**src/rtl/soda_pkg.sv**
```systemverilog
// Shared constants, coin values and acceptor state encodings for the soda coin front end.
package soda_pkg;

    localparam int COIN_VAL_W = 7;

    localparam logic [COIN_VAL_W-1:0] NICKEL_C  = 7'd5;
    localparam logic [COIN_VAL_W-1:0] DIME_C    = 7'd10;
    localparam logic [COIN_VAL_W-1:0] QUARTER_C = 7'd25;
    localparam logic [COIN_VAL_W-1:0] DOLLAR_C  = 7'd100;

    typedef enum logic [2:0] {
        IDLE   = 3'b001,
        STROBE = 3'b010,
        HOLD   = 3'b100
    } acc_state_t;

    // Bit order of the coin vector: 0 nickel, 1 dime, 2 quarter, 3 dollar.
    function automatic logic [COIN_VAL_W-1:0] coin_value(input logic [3:0] rise);
        logic [COIN_VAL_W-1:0] v;
        v = '0;
        if (rise[0])      v = NICKEL_C;
        else if (rise[1]) v = DIME_C;
        else if (rise[2]) v = QUARTER_C;
        else if (rise[3]) v = DOLLAR_C;
        return v;
    endfunction

endpackage

```
**src/rtl/soda_debounce.sv**
```systemverilog
// Two-flop synchronizer plus stability counter for one raw coin button.
module soda_debounce #(
    parameter int DEBOUNCE_CYCLES = 1000000
) (
    input  logic clk,
    input  logic rst,
    input  logic din,
    output logic dout
);

    localparam int CNT_W = $clog2(DEBOUNCE_CYCLES);
    localparam logic [CNT_W-1:0] CNT_LAST = CNT_W'(DEBOUNCE_CYCLES - 1);

    logic             sync1;
    logic             sync2;
    logic [CNT_W-1:0] cnt;

    always_ff @(posedge clk or negedge rst) begin
        if (!rst) begin
            sync1 <= 1'b0;
            sync2 <= 1'b0;
            cnt   <= '0;
            dout  <= 1'b0;
        end else begin
            sync1 <= din;
            sync2 <= sync1;
            // Any sample agreeing with the current level restarts the stability window.
            if (sync2 == dout) begin
                cnt <= '0;
            end else if (cnt == CNT_LAST) begin
                dout <= sync2;
                cnt  <= '0;
            end else begin
                cnt <= cnt + 1'b1;
            end
        end
    end

endmodule

```
**src/rtl/soda_coin_acceptor.sv**
```systemverilog
// Coin front end: debounce each button, detect coin edges, strobe accepted coins.
// Define SODA_DOLLAR_EN to add the dollar button and its 100-cent value.
module soda_coin_acceptor
    import soda_pkg::*;
#(
    parameter int DEBOUNCE_CYCLES = 1000000,
    parameter int COUNT_W         = 8
) (
    input  logic                  clk,
    input  logic                  rst,
    input  logic                  btn_nickel,
    input  logic                  btn_dime,
    input  logic                  btn_quarter,
`ifdef SODA_DOLLAR_EN
    input  logic                  btn_dollar,
`endif
    input  logic                  accept_en,
    input  logic                  tot_clr,
    output logic                  c,
    output logic [COIN_VAL_W-1:0] coin_val,
    output logic                  coin_err,
    output logic                  coin_rej,
    output logic [COUNT_W-1:0]    coin_count
);

    // state  | meaning
    // IDLE   | waiting for a single debounced coin edge
    // STROBE | c high for one cycle, coin_val driven, count bumps at cycle end
    // HOLD   | coin seen; ignore edges until every button is released

    localparam logic [COUNT_W-1:0] COUNT_MAX = '1;

    logic [3:0]            lvl;
    logic [3:0]            prev_q;
    logic [3:0]            rise_q;
    logic                  multi;
    logic                  single;
    acc_state_t            state_q;
    acc_state_t            state_d;
    logic [COIN_VAL_W-1:0] val_q;
    logic [COIN_VAL_W-1:0] val_d;

    soda_debounce #(.DEBOUNCE_CYCLES(DEBOUNCE_CYCLES)) u_db_nickel (
        .clk(clk), .rst(rst), .din(btn_nickel), .dout(lvl[0])
    );
    soda_debounce #(.DEBOUNCE_CYCLES(DEBOUNCE_CYCLES)) u_db_dime (
        .clk(clk), .rst(rst), .din(btn_dime), .dout(lvl[1])
    );
    soda_debounce #(.DEBOUNCE_CYCLES(DEBOUNCE_CYCLES)) u_db_quarter (
        .clk(clk), .rst(rst), .din(btn_quarter), .dout(lvl[2])
    );
`ifdef SODA_DOLLAR_EN
    soda_debounce #(.DEBOUNCE_CYCLES(DEBOUNCE_CYCLES)) u_db_dollar (
        .clk(clk), .rst(rst), .din(btn_dollar), .dout(lvl[3])
    );
`else
    assign lvl[3] = 1'b0;
`endif

    // Edges are registered so the FSM sees a clean one-cycle pulse per coin.
    always_ff @(posedge clk or negedge rst) begin
        if (!rst) begin
            prev_q <= '0;
            rise_q <= '0;
        end else begin
            prev_q <= lvl;
            rise_q <= lvl & ~prev_q;
        end
    end

    assign multi  = (rise_q & (rise_q - 4'd1)) != 4'd0;
    assign single = (rise_q != 4'd0) && !multi;

    always_ff @(posedge clk or negedge rst) begin
        if (!rst) begin
            state_q <= IDLE;
            val_q   <= '0;
        end else begin
            state_q <= state_d;
            val_q   <= val_d;
        end
    end

    always_comb begin
        state_d  = state_q;
        val_d    = val_q;
        c        = 1'b0;
        coin_err = 1'b0;
        coin_rej = 1'b0;
        case (state_q)
            IDLE: begin
                if (multi) begin
                    coin_err = 1'b1;
                    state_d  = HOLD;
                end else if (single) begin
                    if (accept_en) begin
                        val_d   = coin_value(rise_q);
                        state_d = STROBE;
                    end else begin
                        coin_rej = 1'b1;
                        state_d  = HOLD;
                    end
                end
            end
            STROBE: begin
                c       = 1'b1;
                state_d = HOLD;
            end
            HOLD: begin
                if (lvl == 4'd0) state_d = IDLE;
            end
            default: state_d = IDLE;
        endcase
    end

    assign coin_val = c ? val_q : '0;

    // Clear wins over a coincident strobe increment.
    always_ff @(posedge clk or negedge rst) begin
        if (!rst) begin
            coin_count <= '0;
        end else if (tot_clr) begin
            coin_count <= '0;
        end else if (state_q == STROBE && coin_count != COUNT_MAX) begin
            coin_count <= coin_count + COUNT_W'(1);
        end
    end

endmodule

```
**config.mk**
```make
export PLATFORM = sky130hd
export DESIGN_NAME = soda_coin_acceptor
export DESIGN_NICKNAME = d
export VERILOG_FILES = /design/src/rtl/soda_pkg.sv /design/src/rtl/soda_debounce.sv /design/src/rtl/soda_coin_acceptor.sv
export SDC_FILE = /design/constraint.sdc
export NUM_CORES = 1
export LEC_CHECK = 0
export ABC_AREA = 1
export BUFFER_PORTS_ARGS = -buffer_cell sky130_fd_sc_hd__buf_2
export CAP_MARGIN = 20
export CORE_MARGIN = 5
export CORE_UTILIZATION = 36
export DETAILED_ROUTE_END_ITERATION = 8
export PLACE_DENSITY = 0.57
export SYNTH_ARGS = -nofsm -noshare
export SYNTH_HDL_FRONTEND = slang
export SYNTH_SLANG_ARGS = --single-unit
```
**constraint.sdc**
```tcl
create_clock -name clk -period 1.2 [get_ports clk]
set_clock_uncertainty 0.05 [all_clocks]
set_input_delay 0.12 -clock clk [delete_from_list [all_inputs] [get_ports clk]]
set_output_delay 0.12 -clock clk [all_outputs]
set_load 0.05 [all_outputs]
```
* After elaboration in Yosys (flattened, before gate mapping)
Cells that the tools add are included.
** Word-level totals
- Register bits :: 94
- Input bits :: 7
- Output and inout port bits :: 18
- Logic and storage cells :: 78
** Operators by class
- $add $sub $neg :: 5
- Equal/unequal tests :: 12
- Mux-type cells :: 25
- Bitwise operators :: 7
- Reductions and logical operators :: 12
** Operator list (number)
- $mux 20 :: 6
- $add 20x1->20 const B :: 3
- $eq 20x20->1 const B :: 3
- $mux 7 :: 5
- $mux 8 :: 2
- $mux 3 :: 4
- $pmux 3 s3 :: 1
- $add 8x1->8 const B :: 1
- $ne 8x8->1 const B :: 1
- $reduce_and 2->1 :: 4
- $reduce_bool 4->1 :: 2
- $mux 1 :: 7
- $and 3x4->4 :: 1
- $and 4x4->4 :: 1
- $logic_not 4->1 :: 1
- $not 1->1 :: 4
- $not 3->4 :: 1
- $reduce_and 4->1 :: 1
- $sub 4x1->4 const B :: 1
- $eq 1x1->1 :: 3
- $eq 3x1->1 const B :: 1
- $eq 3x2->1 const B :: 1
- $eq 3x3->1 const B :: 1
- $ne 3x3->1 const B :: 1
- 4 further kinds :: 5

* Depth between registers and ports, before layout
- Word-level depth :: 8
- Depth in mapped cells :: 9
- Mapped depth without buffers :: 9

* Cells and area by module
A second synthesis with hierarchy kept.
** Second synthesis, totals
- Cells, all modules :: 625
- Area total of the unflattened synthesis :: 5166.2 um^2
** By module, submodules not included
- soda_debounce :: times used 3, cells an instance 161, area each 1335.0 um^2, sequential area each 575.6 um^2
- soda_coin_acceptor :: times used 1, cells an instance 142, area each 1161.1 um^2, sequential area each 551.8 um^2

* Least setup slack after synthesis
OpenSTA, ideal clock, no wires.
- Path type :: register to register
- From :: register coin_count[0]
- To :: register coin_count[4]
- Setup time :: 0.076 ns
- Data arrival time :: 1.561 ns
- Data required time :: 1.074 ns
- Slack :: -0.488 ns
- Cell stages (with the launch flop) :: 10
- Path buffers :: 0
- Clock period less this slack :: 1.688 ns
- Path through :: dfrtp_1 ha_1 nand2_1 nor2_2 nand3_1 nand2_2 nand2_2 inv_2 nand2_1 o21ai_1
** On the way
- Word-level cells in the longest chain between the ends :: 3
- Elaborated cells on any way between the ends :: 6
- Classes of those cells :: add/sub (1); eq/ne (1); mux (2); reduce/logical (2)
** Ends and longest elaborated chain
- from (decl) :: RTL line soda_coin_acceptor.sv:23 : output logic [COUNT_W-1:0] coin_count
- from (signal assigned) :: RTL line soda_coin_acceptor.sv:125 : coin_count <= coin_count + COUNT_W'(1);
- $add 8x1->8 / $ne 8x8->1 (equally long branches) :: RTL line soda_coin_acceptor.sv:125, soda_coin_acceptor.sv:124
- $mux 8 / $logic_and 1x1->1 (equally long branches) :: RTL line soda_coin_acceptor.sv:124 : end else if (state_q == STROBE && coin_count != COUNT_MAX) begin
- $mux 8 / $reduce_bool 2->1 (equally long branches)
Parallel ways exist; a longest one is shown, timed or not. The select of a mux whose other input is x is not followed.
A chain may end at the register's enable or synchronous reset.

* Final worst setup path
- From :: register state_q[0]
- To :: output port coin_rej
** On the way
- Word-level cells in the longest chain between the ends :: 2
** Ends and longest elaborated chain
- from (decl) :: RTL line soda_coin_acceptor.sv:38 : acc_state_t state_q;
- from (signal assigned) :: RTL line soda_coin_acceptor.sv:79 : state_q <= state_d;
- $eq 3x1->1 :: RTL line soda_coin_acceptor.sv:90 : case (state_q)
- $mux 1 :: RTL line soda_coin_acceptor.sv:90
- to (decl) :: RTL line soda_coin_acceptor.sv:22 : output logic coin_rej,
Every way passes these cells.

==> impl_metrics.tcl <==
set metrics [dict create \
    status "finished with violations" \
    violations "negative setup slack" \
    stdcell_count 989 \
    syn_avg_cell_area_sq_um 7.75 \
    track_usage 0.163 \
    synth-seq-cells 91 \
    diodes 0 \
    final_util 0.592 \
    path_cells "nand3_2, inv_2, nand3_2, nor2_4, buf_6" \
    crit_path_end "coin_rej" \
    cts_tree "done" \
    ant_nets 0 \
    place_congestion 0.900 \
    fmax_mhz 628 \
    layout.nets 819 \
    crit_path_start_kind "flop" \
    ys_types 36 \
    end_kind "primary output" \
    reg2reg_depth 9 \
    hold_viol 0 \
    die_area_sq_mm 0.0161 \
    cp-startpoint "state_q[0]" \
    placed_cells 926 \
    grt_overflow_total 0 \
    setup_tns_ns -10.74 \
    report.final.slew_viol_count 0 \
    path_class "reg -> out" \
    cpPeakStageDelay_ns 0.55 \
    cts_sinks 91 \
    min_period_ns 1.59 \
    wl_per_cell_microns 13.3 \
    cap_violations 0 \
    n_fill_cell 1085 \
    yosysWarningCount 0 \
    numCtsBuffers 9 \
    fin_ws_ns -0.392 \
    core_sq_mm 0.0133 \
    rsz0062_at_grt "yes" \
    grt_max_degree 34 \
    dpl_cell_area_sq_mm 0.00609 \
    setup_violations 83 \
    cp_top_family "flip-flops" \
    netlist_area_sq_mm 0.00491 \
    cts.reportedPaths.clkPinSlew_ns 0.07 \
    reg2reg_to "coin_count[4]" \
    cp_slowest_cell "dfstp_2" \
    die_h_microns 127 \
    rows 42 \
    routed_wl_microns 13200 \
    root_buffer "clkbuf_16" \
    p_per_area_mw_per_mm2 826 \
    drt_iter0_drc 233 \
    io_pins 25 \
    portBuffers 22 \
    grt_first_pass_wirelength_microns 21500 \
    fin_crit_sh 1.33 \
    place_hpwl_microns 8530 \
    p_leak_nw 3.43 \
    yosysSeqAreaShare 0.464 \
    peakVddDrop_uv 644 \
    finalPower_w 0.00650 \
    cts_buffer_depth 2 \
    htreeDepth 3 \
    cp.required_ns 1.03 \
    die_w_microns 127 \
    start_util 0.369 \
    crit_fanout 2 \
    arrival_ns 1.42 \
    grt_pass1_vias 4769 \
    reg2reg_slack_ns -0.21 \
    viasPerCell 4.75 \
    drc 0 \
    syn_to_final_growth_pct 60.3 \
    crit_cells 5 \
    fin_area_sq_mm 0.00787 \
    cp_common_cell "nand3_2" \
    dr.pass1.iters 5 \
    postSynthCellCount 633 \
    drive_gt1_frac 0.510 \
    regToRegStartpoint "state_q[0]" \
    min_path_type "in -> async" \
    antenna_found_initial 0 \
    vias 4699 \
    insertion_delay_ns 0.35 \
    cp_num_buf_inv 2 \
]
[worst min-delay path by stage]
| stage | slack [ns] | start | endpoint |
|---|---|---|---|
| after floorplan | -0.23 | rst | coin_count[0] |
| after global placement | -0.03 | rst | u_db_quarter.cnt[9] |
| after detailed placement | -0.02 | rst | u_db_quarter.dout |
| after CTS | 0.14 | rst | coin_count[6] |
| after global routing | 0.17 | rst | coin_count[6] |
| final | 0.13 | rst | coin_count[6] |
[layout make-up]
cell class | instances | area, sq um | share of cell area
repair buffers | 165 | 1470 | 0.187
flip-flops and latches | 91 | 2310 | 0.293
well taps | 176 | 220 | 0.0280
multi-input cells | 458 | 3220 | 0.410
inverters | 82 | 337 | 0.0428
repair inverters | 1 | 5.00 | 0.000636
clock buffers | 13 | 260 | 0.0331
clock inverters | 3 | 46.3 | 0.00589
[what timing repair did]
item                                    in CTS  in global routing
pin swaps                                   59                 60
hold buffers                                 5                  0
gates cloned                                 1                  1
buffers inserted                            28                 16
hold endpoints to repair                    95                  0
endpoints found under the setup margin      91                 91
gates resized for setup                    184                126
[per-layer routing]
metal	global-route usage	vias to the layer above	share of wire
met5	0	-	0
met1	0.195	2271	0.43
li1	-	2329	-
met2	0.285	81	0.52
met4	0.0719	0	0.017
met3	0.0298	18	0.032
[flip-flops by register name (all words and copies together), names as in the netlist]
register            flops
u_db_dime.cnt          20
u_db_nickel.cnt        20
u_db_quarter.cnt       20
coin_count              8
val_q                   5
prev_q                  3
rise_q                  3
state_q                 3
u_db_dime.dout          1
u_db_dime.sync1         1
u_db_dime.sync2         1
u_db_nickel.dout        1
u_db_nickel.sync1       1
u_db_nickel.sync2       1
u_db_quarter.dout       1
u_db_quarter.sync1      1
u_db_quarter.sync2      1
[logic make-up (layout without fill, tap and decap cells)]
family | count (synthesis) | count (layout) | synth area share
AND/OR/NAND/NOR | 379 | 380 | 0.346
flip-flops | 91 | 91 | 0.464
buffers and inverters | 86 | 264 | 0.0689
XOR/XNOR | 37 | 37 | 0.0706
AO/OA/AOI/OAI | 34 | 34 | 0.0375
adder cells (fa/ha/maj) | 4 | 4 | 0.0102
other | 1 | 2 | 0.000764
multiplexers | 1 | 1 | 0.00204
[cells in the final DEF, fill, tap and decap left out, types with 3 or more instances in the layout]
| master | n |
|---|---|
| buf_6 | 32 |
| nor2_1 | 82 |
| nand2_1 | 85 |
| ha_4 | 4 |
| dfrtp_2 | 22 |
| buf_4 | 111 |
| a21oi_1 | 14 |
| buf_12 | 4 |
| nand2_8 | 4 |
| xor2_1 | 18 |
| xor2_2 | 6 |
| nand4_1 | 16 |
| buf_2 | 5 |
| clkbuf_16 | 9 |
| dfrtp_1 | 68 |
| nand3_1 | 24 |
| o21ai_2 | 4 |
| inv_2 | 18 |
| dlygate4sd3_1 | 5 |
| inv_1 | 58 |
| o21ai_1 | 8 |
| clkinv_4 | 3 |
| buf_8 | 8 |
| nand3_2 | 27 |
| xnor2_2 | 5 |
| a21oi_2 | 4 |
| nand2_2 | 42 |
| nand2_4 | 7 |
| o21bai_1 | 3 |
| xnor2_1 | 7 |
| nor2_2 | 32 |
| nor2_4 | 43 |
| nand3_4 | 11 |
[metrics by stage]
step	hold slack [ns]	setup WS, ns
floorplan	-0.226	-0.293
global placement	-0.0282	-0.163
detailed placement	-0.0197	-0.188
CTS	0.136	-0.386
global route	0.165	-0.460
finish	0.135	-0.392
[cells in the mapped netlist, drive strengths merged]
| cell type | number | area [sq um] |
|---|---|---|
| conb | 1 | 3.75 |
| or2 | 2 | 12.5 |
| nand2 | 138 | 558 |
| inv | 81 | 307 |
| nand4 | 16 | 100 |
| o21ai | 12 | 60.1 |
| o21bai | 3 | 22.5 |
| nand3 | 61 | 345 |
| clkinv | 1 | 3.75 |
| dfstp | 1 | 26.3 |
| xnor2 | 12 | 113 |
| mux2i | 1 | 10.0 |
| nand3b | 1 | 7.51 |
| buf | 4 | 27.5 |
| ha | 4 | 50.1 |
| dfrtp | 90 | 2250 |
| and2 | 2 | 12.5 |
| xor2 | 25 | 234 |
| nor2 | 157 | 649 |
| a21oi | 18 | 93.8 |
| nor3 | 2 | 10.0 |
| o21a | 1 | 7.51 |
[power by group]
group	leakage, nW	internal (W)	switching (W)
logic	2.07	0.000171	0.000226
registers	1.21	0.00310	0.0000417
clock network	0.146	0.00173	0.00122
(Power assumes the default switching activity.)
